File: config.mk
export PLATFORM = sky130hd
export DESIGN_NAME = instr_buffer
export DESIGN_NICKNAME = d
export VERILOG_FILES = /design/src/rtl/instr_buffer_pkg.sv /design/src/rtl/instr_buffer.sv
export SDC_FILE = /design/constraint.sdc
export NUM_CORES = 2
export LEC_CHECK = 0
export CORE_MARGIN = 2
export CORE_UTILIZATION = 56
export CTS_CLUSTER_SIZE = 12
export DETAILED_ROUTE_END_ITERATION = 6
export PLACE_DENSITY = 0.83
export SKIP_LAST_GASP = 1
export SYNTH_ARGS = -nofsm -noshare
export SYNTH_HDL_FRONTEND = slang
export SYNTH_SLANG_ARGS = --single-unit
File: constraint.sdc
create_clock -name clk -period 6.3 [get_ports clk]
set_input_delay 0.945 -clock clk [delete_from_list [all_inputs] [get_ports clk]]
set_output_delay 0.945 -clock clk [all_outputs]
set_load 0.02 [all_outputs]
File: src/rtl/instr_buffer_pkg.sv
// Shared fetch/decode instruction types and instruction-buffer defaults.
package instr_buffer_pkg;

    localparam int PC_W               = 32;
    localparam int INSTR_W            = 32;
    localparam int INSTR_BUFFER_DEPTH = 16;

    typedef struct packed {
        logic               valid;
        logic [PC_W-1:0]    pc;
        logic [INSTR_W-1:0] instr;
    } instr_buffer_info_t;

endpackage

File: src/rtl/instr_buffer.sv
// Fetch-to-decode decoupling FIFO: compacts up to FETCH_WIDTH valid lanes per cycle
// and issues up to DECODE_WIDTH oldest entries per cycle on a registered output.
module instr_buffer
    import instr_buffer_pkg::*;
#(
    parameter int FETCH_WIDTH  = 2,
    parameter int DECODE_WIDTH = 2,
    parameter int DEPTH        = INSTR_BUFFER_DEPTH
) (
    input  logic                                   clk,
    input  logic                                   rst,
    input  instr_buffer_info_t [FETCH_WIDTH-1:0]   frontend_instr_i,
    output logic                                   frontend_stallreq_o,
    input  logic                                   backend_flush_i,
    input  logic                                   decode_stallreq_i,
    output instr_buffer_info_t [DECODE_WIDTH-1:0]  decode_instr_o
);

    localparam int IW = $clog2(DEPTH);
    localparam int PW = IW + 1;
    localparam logic [PW-1:0] DEPTH_P  = PW'(DEPTH);
    localparam logic [PW-1:0] MARGIN_P = PW'(2 * FETCH_WIDTH);
    localparam logic [PW-1:0] DW_P     = PW'(DECODE_WIDTH);

    instr_buffer_info_t                    mem_r [DEPTH];
    instr_buffer_info_t [DECODE_WIDTH-1:0] out_r;
    instr_buffer_info_t [DECODE_WIDTH-1:0] out_next_s;

    logic [PW-1:0] head_r;
    logic [PW-1:0] tail_r;
    logic [PW-1:0] count_r;
    logic [PW-1:0] push_cnt_s;
    logic [PW-1:0] pop_cnt_s;
    logic [PW-1:0] head_next_s;
    logic [PW-1:0] tail_next_s;
    logic [PW-1:0] count_next_s;
    logic [IW-1:0] wr_idx_s [FETCH_WIDTH];
    logic          wr_en_s  [FETCH_WIDTH];
    logic          stall_r;

    // Compact valid fetch lanes into consecutive slots starting at tail.
    always_comb begin
        push_cnt_s = '0;
        for (int i = 0; i < FETCH_WIDTH; i++) begin
            wr_idx_s[i] = IW'(tail_r + push_cnt_s);
            wr_en_s[i]  = frontend_instr_i[i].valid;
            if (frontend_instr_i[i].valid) begin
                push_cnt_s = push_cnt_s + PW'(1'b1);
            end else begin
                push_cnt_s = push_cnt_s;
            end
        end
    end

    // Select up to DECODE_WIDTH oldest entries from pre-push contents.
    always_comb begin
        pop_cnt_s  = '0;
        out_next_s = '0;
        if (decode_stallreq_i) begin
            pop_cnt_s = '0;
        end else if (count_r < DW_P) begin
            pop_cnt_s = count_r;
        end else begin
            pop_cnt_s = DW_P;
        end
        for (int i = 0; i < DECODE_WIDTH; i++) begin
            if (PW'(i) < pop_cnt_s) begin
                out_next_s[i]       = mem_r[IW'(head_r + PW'(i))];
                out_next_s[i].valid = 1'b1;
            end else begin
                out_next_s[i] = '0;
            end
        end
    end

    assign tail_next_s  = tail_r + push_cnt_s;
    assign head_next_s  = head_r + pop_cnt_s;
    assign count_next_s = tail_next_s - head_next_s;

    // Storage write; discarded input during reset or flush never lands.
    always_ff @(posedge clk) begin
        if (!rst && !backend_flush_i) begin
            for (int i = 0; i < FETCH_WIDTH; i++) begin
                if (wr_en_s[i]) begin
                    mem_r[wr_idx_s[i]] <= frontend_instr_i[i];
                end
            end
        end
    end

    // Pointer, occupancy, output and stall registers; flush behaves as a soft reset.
    always_ff @(posedge clk) begin
        if (rst || backend_flush_i) begin
            head_r  <= '0;
            tail_r  <= '0;
            count_r <= '0;
            out_r   <= '0;
            stall_r <= 1'b0;
        end else begin
            head_r  <= head_next_s;
            tail_r  <= tail_next_s;
            count_r <= count_next_s;
            if (!decode_stallreq_i) begin
                out_r <= out_next_s;
            end
            // Stall tracks the registered count, leaving room for one in-flight group.
            stall_r <= (DEPTH_P - count_next_s) < MARGIN_P;
        end
    end

    assign frontend_stallreq_o = stall_r;
    assign decode_instr_o      = out_r;

endmodule

==> reports/results.ini <==
[route]
antenna_left = 0
via_per_inst = 7.00
routed_wl_mm = 182
vias = 39600
wire_per_inst_um = 32.1
first_pass_iters = 7
initialDrtViolationCount = 5210
drcViolationCount = 0

[global_routing]
antenna_found_initial = 13
use_met1_pct = 40.9
grt.busiest_layer = met2
grt_max_degree = 141
grt_pass1_wl_mm = 267
overflow = 0
grt_pass1_vias = 40500
grtUsageTotal_pct = 30.8
grt_use_met2_pct = 50.0
grtUsageMet3_pct = 5.94

[clock_network]
cts_tree = built
cts_inserted_buffers = 130
hold_buffers = 0
clk_latency_ns = 0.75
clk_path_buf_depth = 3
tritoncts_num_sinks = 1170
clock-root-buffer = clkbuf_16
clkTransAtPathRegs_ns = 0.06
htree_levels = 4
post_cts_buffers = 0
post_cts_resized = 0

[place]
dpl.hpwl_mm = 103
place_inst = 5429
portBuffers = 264
gp_congestion = 0.818

[finish]
nets = 4200
fin_cells = 5664
multi_input_area_um2 = 29100
drive_gt1_share_pct = 43.2
final_cell_mix = edfxtp_1, mux2_2, mux4_2
fillCellCount = 7919
regArea_um2 = 33700
area_growth_syn_to_layout_pct = 12.1
final_common_cell = edfxtp_1

[worst_setup_path]
arrival_ns = 5.09
crit_start = head_r[1]$_SDFF_PP0_
worst-path-max-fanout = 44
slowest_stage = a21oi_4
start_kind = flop
critical-path-max-stage-delay_ns = 1.02
r2r_start = head_r[1]$_SDFF_PP0_
critical_path_class = reg2reg
critical_path.cell_chain = ha_4, a21oi_1, mux2_2, a21oi_4, buf_4, nor2b_1, nor4_1, o21ai_1
endpoint_kind = flop
critPathRequiredTime_ns = 6.89

[synthesis]
synth_cells = 3997
yosysSeqAreaShare_pct = 52.0
synth_area_leaders = edfxtp_1, mux4_2, mux2_2, dfxtp_1, nor2b_1
syn-cell-area_um2 = 64800
ys_warn_count = 0
ys_ff_latch = 1170
synth_edf_count = 1024
ys.flop_type = edfxtp_1
syn-mean-instance-area_um2 = 16.2
synth_top_area_share_pct = 47.4
synth-async-reset-ratio_pct = 0
ys_types = 52
synth_top_area_cell = edfxtp_1

[floorplanning]
rows = 124
die_area_um2 = 118000
core_area_um2 = 115000
die_h_um = 344
ios = 265
die_w_um = 344
initial_utilization_pct = 56.6

[power_and_ir_drop]
peakVddDrop_mv = 0.247
total_power_mw = 18.2
pwr_density_cell_nw_per_um2 = 251
p_leak_nw = 22.6

[timing]
max_freq_ghz = 0.222
worst_pin_slew_ns = 1.37
setup_viol = 0
tns_ns = 0
finalCriticalPeriod_ns = 4.50
finalCritPeriodShare_pct = 71.4
rsz0062_at_grt = false
skew_ns = 0.0317
slew_headroom_pct = 8.53
hold_violations = 0
drv_slew = 0

[hold_path]
hold_path.class = reg2reg
worstHoldStart = decode_instr_o[1]$_SDFFE_PP0N_

[flow_run]
max-cap-violations = 0

[status]
status = complete, no violations

==> stage by stage <==
stage / hold slack (ns) / utilization (%) / instance area [um^2] / setup WS (ns)
3_5_place_dp: 0.438 / 59.8 / 68400 / 1.41
4_1_cts: 0.446 / 63.4 / 72600 / 1.83
5_1_grt: 0.465 / 63.4 / 72600 / 1.64
6_report: 0.444 / 63.4 / 72600 / 1.80
3_3_place_gp: 0.434 / 59.8 / 68400 / 1.49
2_1_floorplan: 0.487 / - / 64800 / -0.330
==> final timing paths <==
kind | endpoint | slack (ns) | cells past startpoint
worst max-delay path | decode_instr_o[66]$_SDFFE_PP0N_ | 1.80 | 8
worst min-delay path | decode_instr_o[1]$_SDFFE_PP0N_ | 0.44 | 2
worst max register to register | decode_instr_o[66]$_SDFFE_PP0N_ | 1.80 | 8
worst min register to register | decode_instr_o[1]$_SDFFE_PP0N_ | 0.44 | 2
==> layout make-up <==
class	count	share of cell area (%)
flip-flops and latches	1170	46.4
multi-input cells	2326	40.0
clock buffers	190	5.21
repair buffers	343	4.82
well taps	1512	2.61
clock inverters	40	0.515
inverters	78	0.403
diodes	5	0.0172
==> cells by family (layout without fill, tap and decap cells) <==
logic type      Yosys count  after routing  synth area share (%)
simple gates            526            526                  4.51
buf+inv                 502            651                  3.73
xor+xnor                 10             10                 0.135
mux                    1602           1602                  37.9
other cells               1              7               0.00579
fa+ha+maj                17             17                 0.363
flops                  1170           1170                  52.0
compound gates          169            169                  1.44
==> worst max-delay path, delay by kind of cell (launching register included) <==
kind | cells | cell delay [ns]
fa+ha+maj | 1 | 0.32
flops | 1 | 0.95
simple gates | 2 | 1.01
buf+inv | 1 | 0.47
compound gates | 3 | 1.16
mux | 1 | 0.35
==> sequential cells by signal, indices dropped and copies added, names as in the netlist <==
signal and flops:
mem_r 1024, count_r 5, frontend_stallreq_o 1, tail_r 5, decode_instr_o 130, head_r 5
==> layer usage <==
| metal | routed length (um) | vias to the layer above |
|---|---|---|
| met3 | 18900 | 472 |
| met5 | 79 | - |
| met4 | 7480 | 12 |
| met1 | 66100 | 20600 |
| li1 | - | 16000 |
| met2 | 89100 | 2518 |
==> Yosys cell counts, types with 2 or more instances <==
library cell	instances
xor2_1	6
dfxtp_1	146
nand3_1	3
a21oi_2	2
nor4_1	60
nor3_1	3
nor4_2	5
mux2_1	109
o22ai_1	2
clkbuf_1	205
buf_2	122
buf_1	25
o21ai_0	9
fa_1	3
buf_6	26
mux2_2	916
or2_2	2
nand2_1	143
mux4_1	3
nand4_1	5
inv_1	66
nor2_1	23
nor3b_1	2
buf_4	45
mux4_2	573
ha_1	14
clkinv_1	12
o21bai_1	8
a2bb2oi_2	2
nor2_2	2
and2_1	5
and2b_1	6
o21ai_1	129
nand2b_1	4
xnor2_1	4
nor2b_1	257
a21o_1	5
a21oi_1	8
edfxtp_1	1024
==> power by group <==
| group | internal, mW | switching (mW) | total, mW |
|---|---|---|---|
| Clock | 4.43 | 3.10 | 7.54 |
| Sequential | 8.53 | 0.0794 | 8.61 |
| Combinational | 0.981 | 1.07 | 2.05 |
| Total | 13.9 | 4.25 | 18.2 |
Note: power is estimated with default switching activity, not from simulation.
